<file path="config.mk">
export PLATFORM = sky130hd
export DESIGN_NAME = id_ex_operand_stage
export DESIGN_NICKNAME = d
export VERILOG_FILES = /design/src/rtl/id_ex_operand_stage.sv
export SDC_FILE = /design/constraint.sdc
export NUM_CORES = 1
export LEC_CHECK = 0
export ABC_AREA = 0
export BUFFER_PORTS_ARGS = -buffer_cell sky130_fd_sc_hd__buf_2
export CORE_AREA = 2 2 122 124
export CTS_CLUSTER_SIZE = 16
export DETAILED_ROUTE_END_ITERATION = 10
export DIE_AREA = 0 0 124 126
export GPL_TIMING_DRIVEN = 0
export PLACE_DENSITY = 0.81
export REMOVE_ABC_BUFFERS = 1
export SLEW_MARGIN = 20
export SYNTH_ARGS = -nofsm -noshare
export SYNTH_HDL_FRONTEND = slang
export SYNTH_SLANG_ARGS = --single-unit
</file>
<file path="constraint.sdc">
create_clock -name clk -period 3.9 [get_ports clk]
set_clock_uncertainty 0.15 [all_clocks]
set_input_delay 0.195 -clock clk [delete_from_list [all_inputs] [get_ports clk]]
set_output_delay 0.195 -clock clk [all_outputs]
set_load 0.05 [all_outputs]
</file>
<file path="src/rtl/id_ex_operand_stage.sv">
// ID/EX pipeline register with EX-stage operand forwarding from EX/MEM and MEM/WB.
// Drives the ALU operands, the ALU opcode and the store data for the current EX instruction.
module id_ex_operand_stage #(
  parameter int DATA_WIDTH     = 32,
  parameter int REG_ADDR_WIDTH = 5
) (
  input  logic                      clk,
  input  logic                      rst_n,
  input  logic                      stall,
  input  logic                      flush,
  input  logic [DATA_WIDTH-1:0]     id_rd1,
  input  logic [DATA_WIDTH-1:0]     id_rd2,
  input  logic [DATA_WIDTH-1:0]     id_imm,
  input  logic [REG_ADDR_WIDTH-1:0] id_rs,
  input  logic [REG_ADDR_WIDTH-1:0] id_rt,
  input  logic [REG_ADDR_WIDTH-1:0] id_rd,
  input  logic [2:0]                id_alu_control,
  input  logic                      id_alu_src,
  input  logic                      id_reg_dst,
  input  logic                      id_reg_write,
  input  logic                      id_mem_write,
  input  logic                      id_mem_to_reg,
  input  logic                      mem_reg_write,
  input  logic [REG_ADDR_WIDTH-1:0] mem_write_reg,
  input  logic [DATA_WIDTH-1:0]     mem_alu_result,
  input  logic                      wb_reg_write,
  input  logic [REG_ADDR_WIDTH-1:0] wb_write_reg,
  input  logic [DATA_WIDTH-1:0]     wb_result,
  output logic [DATA_WIDTH-1:0]     srcA,
  output logic [DATA_WIDTH-1:0]     srcB,
  output logic [2:0]                alu_control,
  output logic [DATA_WIDTH-1:0]     ex_write_data,
  output logic [REG_ADDR_WIDTH-1:0] ex_write_reg,
  output logic [REG_ADDR_WIDTH-1:0] ex_rs,
  output logic [REG_ADDR_WIDTH-1:0] ex_rt,
  output logic                      ex_reg_write,
  output logic                      ex_mem_write,
  output logic                      ex_mem_to_reg
);

  logic [DATA_WIDTH-1:0]     rd1_reg, rd2_reg, imm_reg;
  logic [REG_ADDR_WIDTH-1:0] rs_reg, rt_reg, rd_reg;
  logic [2:0]                alu_control_reg;
  logic                      alu_src_reg, reg_dst_reg;
  logic                      reg_write_reg, mem_write_reg_q, mem_to_reg_reg;

  // A flush turns the slot into a bubble: control and register fields clear, data may stay stale.
  always_ff @(posedge clk) begin
    if (!rst_n) begin
      rd1_reg         <= '0;
      rd2_reg         <= '0;
      imm_reg         <= '0;
      rs_reg          <= '0;
      rt_reg          <= '0;
      rd_reg          <= '0;
      alu_control_reg <= '0;
      alu_src_reg     <= 1'b0;
      reg_dst_reg     <= 1'b0;
      reg_write_reg   <= 1'b0;
      mem_write_reg_q <= 1'b0;
      mem_to_reg_reg  <= 1'b0;
    end else if (flush) begin
      rs_reg          <= '0;
      rt_reg          <= '0;
      rd_reg          <= '0;
      alu_control_reg <= '0;
      alu_src_reg     <= 1'b0;
      reg_dst_reg     <= 1'b0;
      reg_write_reg   <= 1'b0;
      mem_write_reg_q <= 1'b0;
      mem_to_reg_reg  <= 1'b0;
    end else if (!stall) begin
      rd1_reg         <= id_rd1;
      rd2_reg         <= id_rd2;
      imm_reg         <= id_imm;
      rs_reg          <= id_rs;
      rt_reg          <= id_rt;
      rd_reg          <= id_rd;
      alu_control_reg <= id_alu_control;
      alu_src_reg     <= id_alu_src;
      reg_dst_reg     <= id_reg_dst;
      reg_write_reg   <= id_reg_write;
      mem_write_reg_q <= id_mem_write;
      mem_to_reg_reg  <= id_mem_to_reg;
    end
  end

  logic [REG_ADDR_WIDTH-1:0] src_sel  [2];
  logic [DATA_WIDTH-1:0]     src_dflt [2];
  logic [DATA_WIDTH-1:0]     fwd      [2];

  assign src_sel[0]  = rs_reg;
  assign src_sel[1]  = rt_reg;
  assign src_dflt[0] = rd1_reg;
  assign src_dflt[1] = rd2_reg;

  // EX/MEM is checked first because it holds the newer value; $0 is never forwarded.
  generate
    for (genvar gi = 0; gi < 2; gi++) begin : g_fwd
      logic mem_hit, wb_hit;
      assign mem_hit = (src_sel[gi] != '0) && mem_reg_write && (mem_write_reg == src_sel[gi]);
      assign wb_hit  = (src_sel[gi] != '0) && wb_reg_write  && (wb_write_reg  == src_sel[gi]);
      assign fwd[gi] = mem_hit ? mem_alu_result : (wb_hit ? wb_result : src_dflt[gi]);
    end
  endgenerate

  assign srcA          = fwd[0];
  assign srcB          = alu_src_reg ? imm_reg : fwd[1];
  assign ex_write_data = fwd[1];
  assign alu_control   = alu_control_reg;
  assign ex_write_reg  = reg_dst_reg ? rd_reg : rt_reg;
  assign ex_rs         = rs_reg;
  assign ex_rt         = rt_reg;
  assign ex_reg_write  = reg_write_reg;
  assign ex_mem_write  = mem_write_reg_q;
  assign ex_mem_to_reg = mem_to_reg_reg;

endmodule
</file>
==> impl_results.md, run 1 <==
- Unique masters post-synth: 28
- Top-area cell type share of the netlist area: 35.3%
- Status: finished, final reports clean
- Final setup fails: 0
- Filler cell count: 974
- Area grow syn2layout: 55.2%
- Post-DP HPWL: 15900 um
- Pin count of the biggest net entering global routing: 55
- Die width: roughly 120 um
- Worst Path Required: 3.56 ns
- Starting Density: 47.2%
- Area leader, netlist: dfxtp_1
- Warnings from Yosys: 0
- WHS Endpoint: rd2_reg[28]
- Initial antenna violation count: 2
- Crit end category: output port
- Worst slew margin: 33.5%
- Routed WL per cell: 18.2 um
- Startpoint Class: register
- R2R setup slack: 2.81 ns
- Post-Layout Inst Area: 10500 um^2
- FMAX: 0.274 GHz
- CTS H-tree depth: 4
- Global route total overflow: 0
- Core area: 14300 um^2
- DP Cell Count: 1306
- Count of input and output buffers: about 320
- Worst path bufs/invs: 2
- Drt total wl: 26600 um
- Layout cells sized above 1: 31.9%
- Int Pwr: between 2 and 3 mW
- Max Root-Sink Buffers: 2
- Sw frac: between 20% and 30%
- Cells after synthesis: 856
- LEAKAGE: 4.50 nW
- Num Clock Sinks: 119
- Commonest cells post-synth: nand2_1, dfxtp_1, a21boi_0
- Hold Path Stages: 2
- Min-delay src: rst_n
- CP Cell Sequence: xor2_1, nor4_1, nand2_4, buf_12, nor3_1, a221oi_2, buf_2
- Post-route antenna net violation count: 0
- Synth Register Bits: 119
- Full die area: 15600 um^2
- GRT Overall Usage: 34.3%
- RR Startpoint: alu_src_reg
- Placer Congestion: 0.802
- Slew Limit Fails: 0
- Crit-path slowest cell: nor4_1
- Final setup margin: 0.246 ns
- Die Ht: 126 um
- Top cells by area, synth: dfxtp_1, mux2i_1, nand2_1, a21boi_0, a221oi_2
- RR Endpoint: alu_src_reg
- Final Hold Viols: 0
- Main synth FF type: dfxtp_1
- Row Count: between 40 and 50
- Post-synth ARST share: 0%
- Syn Std Cell Area: 6760 um^2
- NetSw: 1.12 mW
- Worst path max stage delay: 0.79 ns
- Worst-skew pair later-pin latency: 0.41 ns
- Vias: slightly above 8000
- Sequential area share after synthesis: between 30% and 40%
- Clock slew at reported path FFs: approximately 0.060 ns
- Most frequent cell after synthesis: nand2_1
- Placed Area: 8630 um^2
- Nets: 1463
- Clock share of power: between 40% and 50%
- Max cap viols: 0
- Hold Worst Slack: 0.102 ns
- CTS tree: built
- Count of cells resized by post-cts repair: 0
- Worst-path fanout max: 51
- CTS Buf Count: 17
- Combinational power share: 22.1%
- Total power: around 3.8 mW
- Pwr dens: roughly 360 nW/um^2
- Hold Crit Class: in2reg
- Number of global-route vias before repair: 8550
- CP arrival: 3.31 ns
- Sequential share of power: between 30% and 40%
- First-pass GRT wire length: 42000 um
- RSZ-0062 raised after global routing: no
- Placement Setup Slack: 0.837 ns
- Worst reg-to-reg path cell count: 2
- I/O pin cnt: roughly 320
- Fin crit share: 93.7%
- First DRT Iteration DRCs: 613
- Drt pass-1 iters: 5
- Via density: 5.58
- Mean Syn Cell Area: 7.89 um^2
- Worst-margin pin slew: 0.997 ns
- Number of synthesized flops with an enable pin: 0
- Non-Filler Instances: around 1500
- Crit path max-delay family: simple AND/OR/NAND/NOR gates
- DRC violations left: 0
- Worst vdd ir: 286 uV
- Fin crit period: 3.65 ns
- Crit Path Category: reg2out
- CTS Root Cell: clkbuf_16
-- how the worst max path moves through the flow --
stage / startpoint / endpoint / slack, ns / depth (start not counted)
after CTS: ex_rt[2] / srcB[26] / 0.41 / 7
after floorplan: ex_rs[0] / srcA[0] / -1.44 / 5
after detailed placement: ex_rt[2] / srcB[26] / 0.84 / 7
after global placement: alu_src_reg / srcB[12] / -2.83 / 3
final: ex_rt[0] / srcB[11] / 0.25 / 7
after global routing: ex_rt[0] / srcB[11] / 0.09 / 7
-- stage by stage --
| step | utilization [%] | setup TNS [ns] |
|---|---|---|
| after floorplan | - | -69.35 |
| after global placement | 57.7 | -366.34 |
| after detailed placement | 60.3 | 0 |
| after CTS | 73.3 | 0 |
| after global routing | 73.3 | 0 |
| final | 73.3 | 0 |
-- power groups by stage --
| stage | combinational [mW] | clock [mW] | sequential, mW |
|---|---|---|---|
| detailed placement | 0.718 | 0 | 1.33 |
| finish | 0.844 | 1.67 | 1.31 |
| global route | 0.892 | 1.75 | 1.31 |
| CTS | 0.819 | 1.68 | 1.30 |
| global placement | 0.690 | 0 | 1.33 |
| floorplan | 0.431 | 0 | 1.34 |
-- cell usage in the layout (no fill, tap or decap), drive strengths merged, types with 33 or more instances in the layout --
master	count
buf	335
nand2	228
dlygate4sd3	123
dfxtp	119
a21boi	96
mux2i	87
nor2	57
inv	34
o21ai	33
a21oi	33
-- cells by family after synthesis --
family                 share of synthesized area [%]
AND/OR/NAND/NOR                                 19.5
flip-flops                                      35.3
multiplexers                                    13.6
AO/OA/AOI/OAI                                   22.9
buffers and inverters                           6.35
XOR/XNOR                                        2.46
-- final cells by class --
class,instances,area [um^2],share of cell area [%]
multi-input combinational,634,3990,38.1
sequential,119,2390,22.7
inverter,34,128,1.22
clock inverter,7,113,1.07
tap,184,230,2.19
antenna,1,2.50,0.0239
timing repair buffer,458,3120,29.8
clock buffer,25,517,4.93
-- metal layers --
layer	global-route usage, %	vias up	part of all wire, %
met5	0.329	-	0
met4	22.4	0	5.9
met2	56.9	543	49
li1	-	3720	-
met3	13.7	166	8.9
met1	35.3	3736	36
-- timing repair --
item / 4_1_cts / 5_1_grt
hold buffers: 123 / 0
buffers inserted: 0 / 0
endpoints found under the hold margin: 119 / 0
-- worst register-to-register path, stage by stage (launching register included) --
cell and delay, ns:
dfxtp_4 0.61, mux2i_1 0.14, nor2_1 0.10
Power figures use the tool's default switching activity.
==> run 2, diff against run 1 <==
CELL_PAD_IN_SITES_DETAIL_PLACEMENT = 0   (was unset)
CELL_PAD_IN_SITES_GLOBAL_PLACEMENT = 1   (was unset)
CORE_AREA = unset   (was 2 2 122 124)
CORE_MARGIN = 2   (was unset)
CORE_UTILIZATION = 36   (was unset)
DIE_AREA = unset   (was 0 0 124 126)
PLACE_DENSITY = unset   (was 0.81)
PLACE_DENSITY_LB_ADDON = 0.1   (was unset)
RECOVER_POWER = 25   (was unset)
==> run 2 against run 1 <==
Net effect:
- count of clock-buffer cells in the layout fell by 4
- worst hold slack got worse by 0.061 ns
- critical path depth fell by 1
- utilization fell by 17 points
- largest power group unchanged
- cell count rose by 3.2%
- combinational power fell by 3.3%
- non-clock buffer count fell by 1
- global-route usage fell by 11 points
- largest cell class unchanged
- routed wire length fell by 12%
- worst setup slack improved by 0.13 ns
- the flow now finishes with violations (capacitance limit, slew limit)
- fmax rose by 3.8%
==> impl_results.md, run 2 (same netlist as run 1, synthesis figures left out) <==
- Status: complete, but fails checks
- Failing checks: capacitance limit, slew limit
- Worst-path fanout max: 54
- Count of input and output buffers: 315
- Crit Path Category: reg2out
- Global route total overflow: 0
- RSZ-0062 raised after global routing: no
- Max Root-Sink Buffers: 2
- CP arrival: roughly 3.2 ns
- Slew Limit Fails: 89
- Most common cell after layout, fill and taps aside: buf_2
- Fin crit period: between 3 and 4 ns
- Register Area: about 2400 um^2
- Worst Path Required: 3.56 ns
- Nets: 1462
- Crit-path slowest cell: nor4_1
- Routed WL per cell: 15.5 um
- Most frequent cells in the layout: buf_2, nand2_1, dlygate4sd3_1
- CP Cell Sequence: xor2_1, nor4_1, nand2_4, buf_12, a21oi_1, buf_2
- Initial antenna violation count: 1
- FMAX: 0.284 GHz
- Filler cell count: 1846
- Post-DP HPWL: 16400 um
- Worst-skew pair later-pin latency: 0.42 ns
- Worst path bufs/invs: 2
- Worst-margin pin slew: 2.70 ns
- I/O pin cnt: between 300 and 400
- Vias: 7228
- First DRT Iteration DRCs: 326
- Area grow syn2layout: 55.1%
- DP Cell Count: roughly 1400
- Post-route antenna net violation count: 0
- Antenna diodes: 0
- Die width: roughly 140 um
- LEAKAGE: 4.43 nW
- Num Clock Sinks: 119
- Area of the multi-input gates: 3990 um^2
- CTS tree: built
- Pwr dens: approximately 360 nW/um^2
- Full die area: 19900 um^2
- Row Count: 50
- GRT Overall Usage: 23.2%
- Worst path max stage delay: between 0.7 and 0.8 ns
- Via density: 4.79
- Hold Crit Class: in2reg
- Placer Congestion: 0.806
- CTS Buf Count: 17
- Starting Density: 36.4%
- Number of global-route vias before repair: about 7000
- Pin count of the biggest net entering global routing: 57
- Final setup fails: 0
- Post-CTS Setup Bufs: 0
- Final Hold Viols: 0
- Die Ht: 141 um
- CTS Root Cell: clkbuf_16
- Fin crit share: 90.2%
- Hold Worst Slack: 0.0410 ns
- Core area: 18600 um^2
- Crit path max-delay family: simple AND/OR/NAND/NOR gates
- CTS H-tree depth: 4
- Crit end category: output port
- Max cap viols: 2
- Layout cells sized above 1: 30.9%
- Worst slew margin: -80.0%
- Startpoint Class: register
- Non-Filler Instances: 1509
- Drt pass-1 iters: 4
- DRC violations left: 0
- R2R setup slack: 2.80 ns
- Drt total wl: between 20000 and 25000 um
- Worst vdd ir: about 300 uV
- First-pass GRT wire length: about 37000 um
- Clock slew at reported path FFs: 0.06 ns
==> run 2: changes by cell type in the layout (fill, tap and decap cells not counted), moves of 2 or more <==
cell and change:
dlygate4sd3_1 -4, clkbuf_2 +2, buf_2 -16, clkbuf_1 +14, buf_12 -2, buf_6 +2, clkinv_2 +3
==> run 2: where the power goes <==
part	internal [mW]	switching, mW	total, mW
Combinational	0.319	0.496	0.816
Clock	1.04	0.572	1.62
Sequential	1.27	0.0343	1.30
==> run 2: layer usage <==
metal | up-vias | global-route usage, % | share of wire [%]
met5 | - | 0 | 0.030
met4 | 2 | 7.26 | 1.8
met3 | 33 | 7.24 | 6.9
met2 | 209 | 39.4 | 47
met1 | 3272 | 28.1 | 44
li1 | 3712 | - | -
==> run 2: area by class of cell <==
type / instances / share of cell area [%]
clock buffer: 21 / 4.49
clock inverter: 10 / 1.22
inverter: 34 / 1.22
multi-input combinational: 634 / 38.1
sequential: 119 / 22.8
tap: 234 / 2.79
timing repair buffer: 457 / 29.5
==> run 2: worst register-to-register path: cells and delay by family, from the launching register on <==
family | cells | cell delay [ns]
flip-flops | 1 | 0.63
multiplexers | 1 | 0.14
AND/OR/NAND/NOR | 1 | 0.10
==> run 2: through the flow <==
step                power, mW  utilization (%)  setup TNS [ns]  setup slack (ns)  cell area [um^2]
global placement         2.04             44.8         -449.15             -3.40              8320
CTS                      3.77             56.6               0             0.383             10500
floorplan                1.77                -          -69.35             -1.44              6450
detailed placement       2.05             47.0               0             0.863              8730
global route             3.89             56.4               0             0.170             10500
finish                   3.74             56.4               0             0.381             10500
==> run 2: worst paths after layout <==
kind	start	endpoint	depth (start not counted)
max reg2reg	alu_src_reg	alu_src_reg	2
min	flush	rd1_reg[27]	4
min reg2reg	rd2_reg[20]	rd2_reg[20]	2
max	ex_rt[0]	ex_write_data[15]	6
==> run 2: repair_timing <==
item	in CTS	in global routing
hold endpoints to repair	119	0
gates resized for setup	0	0
setup endpoints to repair	0	0
hold buffers	119	0
==> run 3, diff against run 2 <==
CORE_UTILIZATION = 30   (was 36)
clock period = 2.9 ns   (was 3.9 ns; I/O delays follow)
==> run 3 against run 2 <==
Net effect:
- non-clock buffer count grew 17
- the flow still finishes with violations (capacitance limit, slew limit)
- sequential share of layout area shrank 1.3 points
- flip-flop and latch count unchanged
- clock power is 48% higher
- critical path type unchanged
- utilization shrank 5.1 points
==> impl_results.md, run 3 (same netlist as run 1, synthesis figures left out) <==
- Status: complete, but fails checks
- Failing checks: capacitance limit, slew limit
- CTS Root Cell: clkbuf_16
- Layout cells sized above 1: between 30 and 40%
- Post-route antenna net violation count: 0
- Global route total overflow: 0
- Worst slew margin: -13.3%
- Pwr dens: around 470 nW/um^2
- Placed Area: 8840 um^2
- CP arrival: 2.53 ns
- Worst-path fanout max: 7
- DRC violations left: 0
- CTS Buf Count: 17
- GRT Overall Usage: 21.2%
- Placer Congestion: between 0.7 and 0.8
- Startpoint Class: register
- Via density: 4.65
- Number of global-route vias before repair: 7419
- Worst-margin pin slew: between 1.5 and 2 ns
- Fin crit period: 2.82 ns
- Post-DP HPWL: 17300 um
- CP Cell Sequence: nor4_4, or3_4, a211oi_4, buf_8, buf_12, buf_12, mux2i_2, a21oi_1, buf_4
- Fin crit share: 97.2%
- Initial antenna violation count: 3
- Drt pass-1 iters: 5
- Worst Path Required: approximately 2.6 ns
- Setup TNS: 0 ns
- Most common cell after layout, fill and taps aside: buf_2
- Worst vdd ir: 332 uV
- Worst path bufs/invs: 4
- Int Pwr: around 3.8 mW
- Most frequent cells in the layout: buf_2, nand2_1, dlygate4sd3_1
- Crit end category: output port
- First DRT Iteration DRCs: approximately 260
- Routed WL per cell: 16.1 um
- Clock slew at reported path FFs: 0.06 ns
- First-pass GRT wire length: 39800 um
- Crit path max-delay family: buffers and inverters
- Area grow syn2layout: 66.7%
- Nets: between 1000 and 1500
- Die Ht: approximately 150 um
- Pin count of the biggest net entering global routing: 67
- Final setup margin: 0.0800 ns
- Hold Crit Class: in2reg
- Max Root-Sink Buffers: 2
- Count of input and output buffers: 315
- Clock share of power: 45.0%
- Combinational power share: between 20 and 25%
- NetSw: 1.54 mW
- CTS H-tree depth: 4
- Crit-path slowest cell: dfxtp_4
- Placement Setup Slack: -0.0601 ns
- FMAX: 0.355 GHz
- Worst-skew pair later-pin latency: a little over 0.4 ns
- Worst path max stage delay: 0.39 ns
- Vias: ~7300
- Core area: 22000 um^2
- Drt total wl: 25300 um
- Final Hold Viols: 0
- DP Cell Count: 1406
- Die width: around 150 um
- Full die area: 23700 um^2
- Antenna diodes: 0
- Sequential share of power: 32.8%
- CTS tree: built
- Max cap viols: 1
- Final setup fails: 0
- Row Count: 54
- Slew Limit Fails: 41
- Crit Path Category: reg2out
- Most frequent CP cell: buf_12
- Starting Density: 30.8%
- Hold Worst Slack: 0.0275 ns
- Num Clock Sinks: 119
- Post-Layout Inst Area: 11300 um^2
- LEAKAGE: 4.65 nW
- RSZ-0062 raised after global routing: yes
- Sw frac: 28.8%
- Non-Filler Instances: 1574
- I/O pin cnt: 316
run 3: per-stage QoR:
| step | total power [mW] | util [%] |
|---|---|---|
| after detailed placement | 2.77 | 40.3 |
| after global placement | 2.75 | 38.2 |
| after global routing | 5.57 | 51.3 |
| final | 5.34 | 51.3 |
| after floorplan | 2.39 | - |
| after CTS | 5.38 | 50.4 |
run 3: area by class of cell:
cell class	count	area [um^2]
Fill cell	2193	10700
Clock buffer	23	519
Clock inverter	9	160
Inverter	34	128
Sequential cell	119	2410
Timing Repair Buffer	474	3490
Tap cell	280	350
Multi-Input combinational cell	635	4200
run 3: final timing paths:
check | from | to | slack (ns) | cells after the start
hold reg to reg | rd2_reg[3] | rd2_reg[3] | 0.31 | 2
hold / removal | flush | rd2_reg[5] | 0.03 | 4
setup reg to reg | alu_src_reg | alu_src_reg | 1.56 | 3
setup / recovery | ex_rt[0] | ex_write_data[10] | 0.08 | 9
run 3: per-layer routing:
layer	wire length, um	track usage [%]
met1	11100	25.3
met2	12400	37.5
met3	1620	6.06
met4	216	4.90
met5	21	0
run 3: what timing repair did:
item | in CTS | in global routing
hold endpoints to repair | 119 | 0
setup endpoints to repair | 81 | 69
pin swaps | 11 | 10
resized for setup | 73 | 70
cloned | 1 | 0
buffers inserted | 16 | 1
hold buffers | 119 | 0
run 3: power by group through the flow:
| stage | clock network [mW] | registers (mW) | logic (mW) |
|---|---|---|---|
| after detailed placement | 0 | 1.79 | 0.984 |
| after global placement | 0 | 1.79 | 0.955 |
| final | 2.40 | 1.75 | 1.19 |
| after global routing | 2.54 | 1.76 | 1.27 |
| after CTS | 2.47 | 1.75 | 1.17 |
| after floorplan | 0 | 1.81 | 0.579 |
run 3: worst reg2reg max path: cells and delay by family (launching register included):
kind / cells / cell delay [ns]
flip-flops: 1 / 0.55
multiplexers: 1 / 0.13
buffers and inverters: 1 / 0.32
AND/OR/NAND/NOR: 1 / 0.10
